===== src/rtl/uart_pkg.sv =====
// Shared definitions for the buffered UART transmitter: serializer state
// encoding, frame geometry and the parity helper.
// Optional build macro: UART_TX_PARITY_EN (adds an even-parity bit per frame).
package uart_pkg;

  localparam int DATA_BITS            = 8;
  localparam int DEFAULT_CLKS_PER_BIT = 1085;

  typedef enum logic [2:0] {
    IDLE   = 3'd0,
    START  = 3'd1,
    DATA   = 3'd2,
    PARITY = 3'd3,
    STOP   = 3'd4
  } tx_state_e;

  // Even parity over one data byte: XOR of all data bits.
  function automatic logic even_parity(input logic [DATA_BITS-1:0] b);
    return ^b;
  endfunction

endpackage


===== src/rtl/byte_fifo.sv =====
// Circular byte buffer with natural-wrap pointers and an occupancy count.
// Pushes while full and pops while empty are ignored.
module byte_fifo #(
  parameter int DEPTH = 16
) (
  input  logic                   clk_i,
  input  logic                   rst_i,
  input  logic                   push_i,
  input  logic [7:0]             din_i,
  input  logic                   pop_i,
  output logic [7:0]             dout_o,
  output logic                   full_o,
  output logic                   empty_o,
  output logic [$clog2(DEPTH):0] count_o
);

  localparam int PW = $clog2(DEPTH);
  localparam int CW = PW + 1;

  logic [7:0]    mem_q [DEPTH];
  logic [PW-1:0] wr_ptr_q;
  logic [PW-1:0] rd_ptr_q;
  logic [CW-1:0] count_q;
  logic          do_push_s;
  logic          do_pop_s;

  assign full_o    = (count_q == CW'(DEPTH));
  assign empty_o   = (count_q == '0);
  assign count_o   = count_q;
  assign dout_o    = mem_q[rd_ptr_q];
  assign do_push_s = push_i && !full_o;
  assign do_pop_s  = pop_i && !empty_o;

  // Storage write; contents need no reset because count gates every read.
  always_ff @(posedge clk_i) begin
    if (do_push_s) begin
      mem_q[wr_ptr_q] <= din_i;
    end
  end

  // Pointer and occupancy tracking; simultaneous push+pop leaves count alone.
  always_ff @(posedge clk_i) begin
    if (rst_i) begin
      wr_ptr_q <= '0;
      rd_ptr_q <= '0;
      count_q  <= '0;
    end else begin
      if (do_push_s) begin
        wr_ptr_q <= wr_ptr_q + PW'(1);
      end
      if (do_pop_s) begin
        rd_ptr_q <= rd_ptr_q + PW'(1);
      end
      case ({do_push_s, do_pop_s})
        2'b10:   count_q <= count_q + CW'(1);
        2'b01:   count_q <= count_q - CW'(1);
        default: count_q <= count_q;
      endcase
    end
  end

endmodule


===== src/rtl/uart_tx_buffered.sv =====
// Buffered 8N1 UART transmitter: bytes enter a FIFO over valid/ready and are
// serialized LSB first. Back-to-back frames have no idle gap.
// Optional build macro: UART_TX_PARITY_EN (even parity bit after the data).
module uart_tx_buffered
  import uart_pkg::*;
#(
  parameter int CLKS_PER_BIT = DEFAULT_CLKS_PER_BIT,
  parameter int FIFO_DEPTH   = 16
) (
  input  logic                        clk,
  input  logic                        rst,
  input  logic [7:0]                  tx_data,
  input  logic                        tx_valid,
  output logic                        tx_ready,
  output logic                        tx_phy,
  output logic                        tx_busy,
  output logic [$clog2(FIFO_DEPTH):0] fifo_count
);

  localparam int BW = $clog2(CLKS_PER_BIT);
  localparam logic [BW-1:0] BAUD_RELOAD = BW'(CLKS_PER_BIT - 1);

  tx_state_e              state_q;
  logic [BW-1:0]          baud_q;
  logic [2:0]             bit_idx_q;
  logic [DATA_BITS-1:0]   shift_q;
  logic                   tx_phy_q;
`ifdef UART_TX_PARITY_EN
  logic                   parity_q;
`endif

  logic                   push_s;
  logic                   pop_s;
  logic                   full_s;
  logic                   empty_s;
  logic [7:0]             head_s;

  byte_fifo #(
    .DEPTH (FIFO_DEPTH)
  ) u_fifo (
    .clk_i   (clk),
    .rst_i   (rst),
    .push_i  (push_s),
    .din_i   (tx_data),
    .pop_i   (pop_s),
    .dout_o  (head_s),
    .full_o  (full_s),
    .empty_o (empty_s),
    .count_o (fifo_count)
  );

  // Ready and busy decode only registered state, so tx_valid never reaches them.
  assign tx_ready = !full_s;
  assign push_s   = tx_valid && tx_ready;
  assign tx_busy  = (state_q != IDLE) || (fifo_count != '0);
  assign tx_phy   = tx_phy_q;

  // Pop the FIFO head when idle, or at the very end of a stop bit for gapless frames.
  always_comb begin
    pop_s = 1'b0;
    case (state_q)
      IDLE:    pop_s = !empty_s;
      STOP:    pop_s = (baud_q == '0) && !empty_s;
      default: pop_s = 1'b0;
    endcase
  end

  // Serializer FSM and baud counter; the line flop follows the state one cycle later.
  always_ff @(posedge clk) begin
    if (rst) begin
      state_q   <= IDLE;
      baud_q    <= '0;
      bit_idx_q <= 3'd0;
      shift_q   <= '0;
      tx_phy_q  <= 1'b1;
`ifdef UART_TX_PARITY_EN
      parity_q  <= 1'b0;
`endif
    end else begin
      case (state_q)
        IDLE: begin
          tx_phy_q <= 1'b1;
          if (pop_s) begin
            shift_q   <= head_s;
            baud_q    <= BAUD_RELOAD;
            bit_idx_q <= 3'd0;
            state_q   <= START;
`ifdef UART_TX_PARITY_EN
            parity_q  <= even_parity(head_s);
`endif
          end
        end
        START: begin
          tx_phy_q <= 1'b0;
          if (baud_q == '0) begin
            baud_q  <= BAUD_RELOAD;
            state_q <= DATA;
          end else begin
            baud_q <= baud_q - BW'(1);
          end
        end
        DATA: begin
          tx_phy_q <= shift_q[0];
          if (baud_q == '0) begin
            baud_q  <= BAUD_RELOAD;
            shift_q <= {1'b0, shift_q[DATA_BITS-1:1]};
            if (bit_idx_q == 3'(DATA_BITS - 1)) begin
`ifdef UART_TX_PARITY_EN
              state_q <= PARITY;
`else
              state_q <= STOP;
`endif
            end else begin
              bit_idx_q <= bit_idx_q + 3'd1;
            end
          end else begin
            baud_q <= baud_q - BW'(1);
          end
        end
`ifdef UART_TX_PARITY_EN
        PARITY: begin
          tx_phy_q <= parity_q;
          if (baud_q == '0) begin
            baud_q  <= BAUD_RELOAD;
            state_q <= STOP;
          end else begin
            baud_q <= baud_q - BW'(1);
          end
        end
`endif
        STOP: begin
          tx_phy_q <= 1'b1;
          if (baud_q == '0) begin
            if (pop_s) begin
              shift_q   <= head_s;
              baud_q    <= BAUD_RELOAD;
              bit_idx_q <= 3'd0;
              state_q   <= START;
`ifdef UART_TX_PARITY_EN
              parity_q  <= even_parity(head_s);
`endif
            end else begin
              state_q <= IDLE;
            end
          end else begin
            baud_q <= baud_q - BW'(1);
          end
        end
        default: begin
          state_q  <= IDLE;
          tx_phy_q <= 1'b1;
        end
      endcase
    end
  end

endmodule


===== config.mk =====
export PLATFORM = sky130hd
export DESIGN_NAME = uart_tx_buffered
export DESIGN_NICKNAME = d
export VERILOG_FILES = /design/src/rtl/uart_pkg.sv /design/src/rtl/byte_fifo.sv /design/src/rtl/uart_tx_buffered.sv
export SDC_FILE = /design/constraint.sdc
export NUM_CORES = 1
export LEC_CHECK = 0
export CAP_MARGIN = 5
export CORE_ASPECT_RATIO = 0.9
export CORE_MARGIN = 8
export CORE_UTILIZATION = 34
export CTS_BUF_LIST = sky130_fd_sc_hd__clkbuf_2
export DETAILED_ROUTE_END_ITERATION = 10
export SETUP_SLACK_MARGIN = 0.05
export SYNTH_ARGS = -nofsm -noshare
export SYNTH_HDL_FRONTEND = slang
export SYNTH_HIERARCHICAL = 1
export SYNTH_SLANG_ARGS = --single-unit

===== constraint.sdc =====
create_clock -name clk -period 2.97 [get_ports clk]
set_input_delay 0.7425 -clock clk [delete_from_list [all_inputs] [get_ports clk]]
set_output_delay 0.7425 -clock clk [all_outputs]
set_load 0.005 [all_outputs]

# Word-level counts from Yosys, hierarchy flattened

Memory sizes are Yosys's and may differ from the RTL's. A register that Yosys moved wholly into a read port is not among the register bits.
Cells that the tools add are included.

Equal/unequal tests: 13
Add/sub/neg operators: 6
Reduce and logical (&&, ||, !) cells: 19
Multiplexer cells: 27

Operators by type and width:

| cell                                                                 | count |
|---|---|
| 11-bit two-way mux                                                   | 3 |
| 11-bit case mux with 3 select lines                                  | 1 |
| 3-bit two-way mux                                                    | 9 |
| 8-bit two-way mux                                                    | 3 |
| 8-bit case mux with 3 select lines                                   | 1 |
| 3-bit case mux with 4 select lines                                   | 1 |
| 11-bit zero test                                                     | 1 |
| 11-bit by 1-bit subtractor with 11-bit output, second input constant | 1 |
| 2-bit inequality test, second input constant                         | 5 |
| 5-bit case mux with 2 select lines                                   | 1 |
| 3-bit case mux with 3 select lines                                   | 1 |
| 3-bit nonzero test                                                   | 3 |
| 4-bit by 1-bit adder with 4-bit output, second input constant        | 2 |
| 4-bit two-way mux                                                    | 2 |
| 3-bit equality test, second input constant                           | 2 |
| 5-bit by 1-bit adder with 5-bit output, second input constant        | 1 |
| 5-bit equality test, second input constant                           | 1 |
| 5-bit zero test                                                      | 1 |
| 5-bit AND reduction                                                  | 1 |
| 5-bit nonzero test                                                   | 1 |
| 5-bit by 1-bit subtractor with 5-bit output, second input constant   | 1 |
| 1-bit logical AND                                                    | 4 |
| 1-bit case mux with 2 select lines                                   | 2 |
| 4-bit AND reduction                                                  | 1 |
| 13 further kinds                                                     | 16 |

RAM bits: 128
Memories: 1
Register bits after elaboration: 39
Output and inout port bits: 8

Memories:

| memory       | depth | width | rd ports | clocked after Yosys merged registers in | write ports | line            | text |
|---|---|---|---|---|---|---|---|
| u_fifo.mem_q | 16    | 8     | 1        | 1                                       | 1           | byte_fifo.sv:20 | `logic [7:0] mem_q [DEPTH];` |

# Longest topological paths before layout

Gate-level depths: netlist of run 1.

Depth in word-level cells: 7
Mapped depth: 16
Gate-level depth less buffers: 15

# Cells and area by module

Netlist of run 1, hierarchy kept.

Modules (own cells, without submodules):

| module           | cells each | sequential area each (sq um) | area each (sq um) | times used |
|---|---|---|---|---|
| byte_fifo        | 330        | 4184.0                       | 5891.9            | 1 |
| uart_tx_buffered | 187        | 520.5                        | 1549.0            | 1 |

# Least setup slack after synthesis of run 1

No wires, ideal clock.

Path type: reg2reg
From: register u_fifo.count_q[1] (netlist: u_fifo/count_o[1])
To: register u_fifo.count_q[4] (netlist: u_fifo/count_o[4])
Path slack: -0.227 ns
Buffers on the path: 3
Clock period less this slack: 3.197 ns
Arrival time: 3.068 ns
Stages on the path, launching flop included: 16
Path through: dfxtp_1 > buf_6 > or4_4 > buf_6 > nor2_1 > or3_1 > nor2_1 > o21ai_4 > inv_1 > ha_1 > clkbuf_1 > xor2_1 > ha_1 > o31ai_1 > o22ai_1 > nand4bb_1

Longest elaborated chain between the ends: 7

RTL lines:

| item                                                                                  | line                                           | text |
|---|---|---|
| from (decl)                                                                           | byte_fifo.sv:23                                | `logic [CW-1:0] count_q;` |
| from (signal assigned)                                                                | byte_fifo.sv:55                                | `2'b10: count_q <= count_q + CW'(1);` |
| from (signal assigned)                                                                | byte_fifo.sv:56                                | `2'b01: count_q <= count_q - CW'(1);` |
| from (signal assigned)                                                                | byte_fifo.sv:57                                | `default: count_q <= count_q;` |
| 5-bit zero test *                                                                     | byte_fifo.sv:28                                | `assign empty_o = (count_q == '0);` |
| via empty_s                                                                           | uart_tx_buffered.sv:35                         | `logic empty_s;` |
| 1-bit zero test *                                                                     | uart_tx_buffered.sv:62, uart_tx_buffered.sv:63 |  |
| 1-bit logical AND                                                                     | uart_tx_buffered.sv:63                         | `STOP: pop_s = (baud_q == '0) && !empty_s;` |
| 1-bit case mux with 2 select lines *                                                  | uart_tx_buffered.sv:61                         | `case (state_q)` |
| via pop_s                                                                             | uart_tx_buffered.sv:33                         | `logic pop_s;` |
| 1-bit logical AND *                                                                   | byte_fifo.sv:32                                | `assign do_pop_s = pop_i && !empty_o;` |
| via u_fifo.do_pop_s                                                                   | byte_fifo.sv:25                                | `logic do_pop_s;` |
| 2-bit by 1-bit equality test with 1-bit output or 2-bit equality test (tied branches) | byte_fifo.sv:54                                | `case ({do_push_s, do_pop_s})` |
| 5-bit case mux with 2 select lines or 2-bit nonzero test (tied branches)              | n/a                                            |  |

The timed path passes the listed nets; every way through them passes the cells marked *.
A chain may end at the register's enable or synchronous reset.

# Worst setup path in the final report of run 1

Same ends and word-level chain as after synthesis.

==> results of run 1 <==
## stage by stage
stage / utilization, % / hold slack (ns)
finish: 39.6 / 0.506
global route: 39.6 / 0.518
CTS: 39.3 / 0.503
detailed placement: 37.9 / 0.474
global placement: 37.9 / 0.459
floorplan: - / 0.450
## what timing repair did
action | in CTS | in global routing
gates resized for setup | 13 | 10
buffers inserted | 2 | 1
pin swaps | 2 | 4
setup endpoints to repair | 4 | 5
## power by group through the flow
stage | registers (mW) | logic (mW) | clock network, mW
3_5_place_dp | 3.02 | 2.49 | 0
2_1_floorplan | 2.97 | 1.84 | 0
4_1_cts | 2.98 | 2.58 | 1.27
6_report | 2.98 | 2.65 | 1.23
3_3_place_gp | 3.01 | 2.42 | 0
5_1_grt | 3.01 | 2.91 | 1.37
## kinds of logic (layout without fill, tap and decap cells)
| logic type | count (synthesis) | in the layout | share of synthesized area [%] |
|---|---|---|---|
| compound gates | 89 | 89 | 9.27 |
| xor+xnor | 10 | 10 | 1.18 |
| fa+ha+maj | 12 | 12 | 1.98 |
| buf+inv | 41 | 103 | 2.62 |
| flops | 171 | 171 | 63.2 |
| mux | 44 | 44 | 11.3 |
| other cells | 0 | 1 | 0 |
| simple gates | 150 | 150 | 10.4 |
## state kept, by name (all words and copies together), names as in the netlist, named ones only
register / flops
bit_idx_q: 3
baud_q: 11
shift_q: 8
u_fifo/wr_ptr_q: 4
u_fifo/mem_q: 128
state_q: 3
u_fifo/count_o: 5
tx_phy: 1
u_fifo/rd_ptr_q: 4
## synth_stat cells, types with 4 or more instances
cell type	number	area share [%]
nand2_1	25	1.3
nand2b_1	8	0.67
buf_6	4	0.61
ha_1	11	1.8
or3_1	7	0.59
clkbuf_1	15	0.76
mux2i_1	12	1.6
nor2b_1	6	0.50
a211oi_1	11	1.1
buf_2	6	0.40
a21oi_1	18	1.2
nor2_1	56	2.8
dfxtp_1	43	12
nand3_1	9	0.61
a22oi_1	17	1.7
nand3b_1	4	0.40
nor3_1	12	0.81
inv_1	10	0.50
o21ai_0	5	0.34
edfxtp_1	128	52
mux4_2	32	9.7
xor2_1	8	0.94
o21a_1	5	0.50
## final cells by class
cell class                 instances  area share, %
tap                              291           4.27
antenna                            1         0.0293
inverter                          12          0.528
multi-input combinational        305           30.8
timing repair buffer              59           6.04
clock inverter                    15           2.04
sequential                       171           55.3
clock buffer                      17          0.997
## worst min path at each step
stage | start | end | slack (ns)
detailed placement | bit_idx_q[1]$_SDFFE_PP0P_ | bit_idx_q[1]$_SDFFE_PP0P_ | 0.47
finish | bit_idx_q[1]$_SDFFE_PP0P_ | bit_idx_q[1]$_SDFFE_PP0P_ | 0.51
global placement | bit_idx_q[1]$_SDFFE_PP0P_ | bit_idx_q[1]$_SDFFE_PP0P_ | 0.46
global route | bit_idx_q[1]$_SDFFE_PP0P_ | bit_idx_q[1]$_SDFFE_PP0P_ | 0.52
floorplan | bit_idx_q[1]$_SDFFE_PP0P_ | bit_idx_q[1]$_SDFFE_PP0P_ | 0.45
CTS | bit_idx_q[1]$_SDFFE_PP0P_ | bit_idx_q[1]$_SDFFE_PP0P_ | 0.50
## critical path: cells and delay by family, from the launching register on
family / cells / cell delay (ns)
and+or+nand+nor: 5 / 1.07
adders and majority gates: 2 / 0.54
AOI/OAI and AO/OA: 4 / 0.52
DFF: 1 / 0.37
buffers and inverters: 2 / 0.30
## layer usage
metal / vias to the layer above / routed length (um) / part of all wire, % / track usage (%)
met5: - / 0 / 0 / 0
met4: 0 / 182 / 1.2 / 3.69
met3: 16 / 550 / 3.5 / 2.42
met2: 103 / 8090 / 51 / 20.8
met1: 2318 / 6940 / 44 / 15.3
li1: 2106 / - / - / -
==> metrics.txt, run 1 <==
status=completed; multi-input logic area=2630 sq um; setup slack, reg-to-reg=around 0.092 ns; fill count=around 2.1k; post-synthesis sequential area ratio=63.2%; vias=around 4.5k; CP Cell Sequence=or4_4, buf_4, nor2_4, or3_4, nor2_4, o21ai_4, inv_1, ha_4, ha_1, a21o_1, o31ai_4, o22ai_1, nand4bb_1; Synth Area per Inst=between 10 and 15 sq um; Total Power=roughly 6.9 mW; final cell count without fillers=871; first-pass GRT wire length=between 20 and 25 mm; YS warnings=6; Initial Util=about 34%; Max clock buf depth=2; worst-case clock skew=0.0491 ns; vias in the first global route=4,484; critical path type=reg2reg; largest net degree at the start of global routing=25; crit-path max cell delay=approximately 0.56 ns; switching pwr=between 2 and 3 mW; CP Capture Point=u_fifo/count_o[4]$_SDFFE_PP0P_; EDFF count, synth=~130; layout cells sized above 1=24.5%; Die W=about 170 um; crit path from=u_fifo/count_o[1]$_SDFFE_PP0P_; CTS Sinks=about 170; switch share=between 30% and 40%; pwr dens=804 nW/um^2; I/O Buffers=18; Hold/Removal Path Class=reg2reg; cell area after layout=8530 sq um; # hold bufs at CTS=0; Worst setup EP type=flip-flop; worst r2r src=u_fifo/count_o[1]$_SDFFE_PP0P_; setup tns final=0 ns; clock transition at the registers of the reported paths=slightly below 0.3 ns; die height=around 160 um; fmax=between 0.3 and 0.4 GHz; Die Area=26,900 sq um; crit-path most repeated cell=nor2_4; Worst VDD drop=between 0.3 and 0.4 mV; wire length per cell=18.1 um; Critical R2R Capture=u_fifo/count_o[4]$_SDFFE_PP0P_; Via-to-Cell Ratio=~5.2; Max-Cap Viols=0; Cell Rows=51; drt total wl=~16 mm; Worst R2R Path Depth=13; Top FF cell, synth=edfxtp_1; H-Tree Depth=4; clock period minus worst slack=2.88 ns; Nets=588; total grt overflow=0; Area growth syn-to-layout=14.6%; Hold Vio Cnt, Final=0; maximum fanout along the worst path=7; Sequential Power Share=a little over two fifths; Pleak=approximately 2.9 nW; Worst slew margin=45.5%; RSZ-0062 raised after global routing=yes; Synth Cell Area=7440 sq um; Finish-stage setup viols=0; WHS Path Cells=2; dpl cells=~840; Final WS setup=roughly 0.092 ns; Startpoint Class=flip-flop; CTS tree=done; Worst Tran Pin Value=0.795 ns; first-pass iteration count of the detailed router=5; Critical Path RT=between 3 and 4 ns; Worst-Skew Late Latency=approximately 0.74 ns; CP arrival=approximately 3.5 ns; Syn Nets=539; Clock Root Buffer=clkbuf_2; count of cell types in the netlist=70; HPWL after DPL=between 10 and 15 mm; commonest cells after routing, fill and taps aside=edfxtp_1 (128), nor2_1 (51), buf_4 (39), dfxtp_1 (38), mux4_2 (32); RD Place Congestion=between 0.8 and 0.9; Core ar.=about 22,000 sq um; Final ANT Viol Nets=0; Seq cells post-synth=around 170; commonest non-fill, non-tap cell in the layout=edfxtp_1; Storage cell area=~4700 sq um; Clock Power Share=around 18%; Comb power frac=38.7%; Tot GR Track Use=between 10% and 20%; DP Worst Slack=-0.0482 ns; placed inst area=about 8200 sq um; Synth async-reset ratio=0%; CP max stage cell=or4_4; cts bufs inserted=17; max-slew violations=0; Synth Instances=about 520; First DRT Iteration DRCs=between 300 and 400; Int Pwr=about 4.3 mW; Residual DRC=0; I/O pin count=19; initial antenna violation count=1; crit share post-route=96.9%
Note: power is estimated with default switching activity, not from simulation.
==> inputs of run 2 (changes only) <==
Settings changed: CORE_MARGIN 8 to 10.
==> run 2 against run 1 <==
Compared with the run above: clock power increased by 5%; sequential power is 1% lower; via count down 1.3%; global-route usage down 0.80 points; combinational power grew 3%; clock skew is 0.017 ns lower; die area increased by 4.9%; cell area is 0.53% higher; first-iteration DRC count up 20%; fmax grew 1.2%; total power increased by 1.6%; critical path type unchanged; largest power group unchanged.
==> metrics.txt, run 2 (synthesis gave the netlist of run 1 again) <==
status=completed; Critical Path RT=3.62 ns (+0.02 ns); vias=4,484 (-1.3%); clock transition at the registers of the reported paths=0.23 ns (-0.06 ns); drt total wl=15.6 mm (-0.91%); Top Usage Layer GRT=met2; die height=160 um (+2.6%); worst-case clock skew=0.0322 ns (-0.0169 ns); largest net degree at the start of global routing=43 (+72%); CTS Sinks=171 (unchanged); Startpoint Class=flip-flop; Nets=593 (+0.85%); CP arrival=3.49 ns (-0.02 ns); cell area after layout=8580 sq um (+0.53%); Hold/Removal Path Class=reg2reg; First DRT Iteration DRCs=413 (+20%); Residual DRC=0 (unchanged); Clock Root Buffer=clkbuf_2; wire length per cell=17.8 um (-1.5%); Core ar.=21,600 sq um (unchanged); setup tns final=0 ns (unchanged); Hold Vio Cnt, Final=0 (unchanged); commonest non-fill, non-tap cell in the layout=edfxtp_1; first-pass GRT wire length=25.1 mm (+0.50%); maximum fanout along the worst path=6 (-1); Cell Rows=51 (unchanged); Area growth syn-to-layout=15.3%; GR Layer Usage met1=14.4% (-0.94 points); biggest regs=u_fifo/mem_q (128), baud_q (11), shift_q (8); Die W=176 um (+2.3%); clock period minus worst slack=2.84 ns (-0.0354 ns); setup slack, reg-to-reg=0.13 ns (+0.04 ns); fmax=0.352 GHz (+1.2%); H-Tree Depth=4 (unchanged); Finish-stage setup viols=0 (unchanged); Initial Util=34.5% (unchanged); Worst VDD drop=0.327 mV (+2.7%); RSZ-0062 raised after global routing=yes; Via-to-Cell Ratio=5.12 (-1.9%); cts bufs inserted=17 (unchanged); met2 Use GR=18.8% (-2.0 points); HPWL after DPL=10.3 mm (-2.5%); I/O Buffers=18 (unchanged); vias in the first global route=4,542 (+1.3%); Worst-Skew Late Latency=0.74 ns (about the same); number of flip-flops in the largest register=128 (unchanged); Tot GR Track Use=11.4% (-0.80 points); RD Place Congestion=0.815 (-0.42%); critical path type=reg2reg; I/O pin count=19 (unchanged); Pleak=2.89 nW (+0.88%); placed inst area=8160 sq um (about the same); initial antenna violation count=1 (unchanged); Worst Tran Pin Value=0.825 ns (+0.0299 ns); crit share post-route=95.7% (-1.2 points); max-slew violations=0 (unchanged); Max clock buf depth=2 (unchanged); # hold bufs at CTS=0 (unchanged); CTS tree=done; Die Area=28,200 sq um (+4.9%); Worst slew margin=43.4% (-2.0 points); fill count=2,074 (-0.91%); worst slack on hold paths=0.513 ns (+0.00718 ns); total grt overflow=0 (unchanged); Final ANT Viol Nets=0 (unchanged); Max-Cap Viols=0 (unchanged); pwr dens=813 nW/um^2 (+1.0%); Worst setup EP type=flip-flop; global routing usage on met3=2.60% (+0.18 points); largest register by flop count=u_fifo/mem_q; commonest cells after routing, fill and taps aside=edfxtp_1 (128), nor2_1 (52), buf_4 (43), dfxtp_1 (38), mux4_2 (32); layout cells sized above 1=25.0% (+0.47 points); first-pass iteration count of the detailed router=5 (unchanged)
run 2: changes by cell type in the layout (fill, tap and decap cells not counted), sizes merged:
cell,previous run,this run
dlygate4sd2,0,1
clkinv,8,7
clkinvlp,2,1
buf,41,46
bufinv,0,2
dlymetal6s2s,1,0
run 2: per-stage QoR:
step / util (%) / cells / power, mW / setup WS, ns
finish: 39.8 / 876 / 6.97 / 0.128
global route: 39.8 / 876 / 7.42 / -0.00519
CTS: 39.3 / 870 / 6.91 / 0.0530
detailed placement: 37.8 / 836 / 5.53 / -0.134
global placement: 37.8 / 836 / 5.44 / -0.0168
floorplan: - / 517 / 4.81 / 0.0514
run 2: repair_timing:
item,CTS,global route
endpoints found under the setup margin,4,2
hold endpoints to repair,0,0
pin swaps,2,7
resized for setup,12,10
buffers inserted,2,5
run 2: layout make-up:
type                       count  area [sq um]  share of cell area (%)
antenna                        1          2.50                  0.0292
clock buffer                  17          85.1                   0.992
clock inverter                15           181                    2.12
inverter                      12          45.0                   0.525
multi-input combinational    305          2630                    30.7
sequential                   171          4710                    54.9
tap                          291           364                    4.25
timing repair buffer          64           553                    6.45
run 2: final timing paths:
kind | startpoint | endpoint | depth (start not counted)
max | u_fifo/count_o[1]$_SDFFE_PP0P_ | u_fifo/count_o[2]$_SDFFE_PP0P_ | 13
min reg2reg | bit_idx_q[2]$_SDFFE_PP0P_ | bit_idx_q[2]$_SDFFE_PP0P_ | 2
min | bit_idx_q[2]$_SDFFE_PP0P_ | bit_idx_q[2]$_SDFFE_PP0P_ | 2
max reg2reg | u_fifo/count_o[1]$_SDFFE_PP0P_ | u_fifo/count_o[2]$_SDFFE_PP0P_ | 13
run 2: where the power goes:
part,internal [mW],total (mW),switching (mW),leakage (nW)
clock,0.424,1.29,0.868,0.157
sequential,2.79,2.94,0.147,1.51
combinational,1.23,2.74,1.51,1.22
run 2: worst max-delay path, stage by stage, from the launching register on:
cell and delay, ns:
dfxtp_2 0.37, or4_4 0.57, buf_6 0.16, nor2_4 0.07, or3_4 0.14, nor2_2 0.06
o21ai_4 0.10, inv_2 0.07, ha_4 0.19, xor2_1 0.15, ha_2 0.22, buf_4 0.14
o22a_1 0.21, a311o_1 0.30
run 2: per-layer routing:
metal	share of wire [%]	up-vias	wire (um)
li1	-	2114	-
met1	44	2270	6870
met2	51	88	8000
met3	3.7	12	576
met4	1.0	0	163
met5	0	-	0
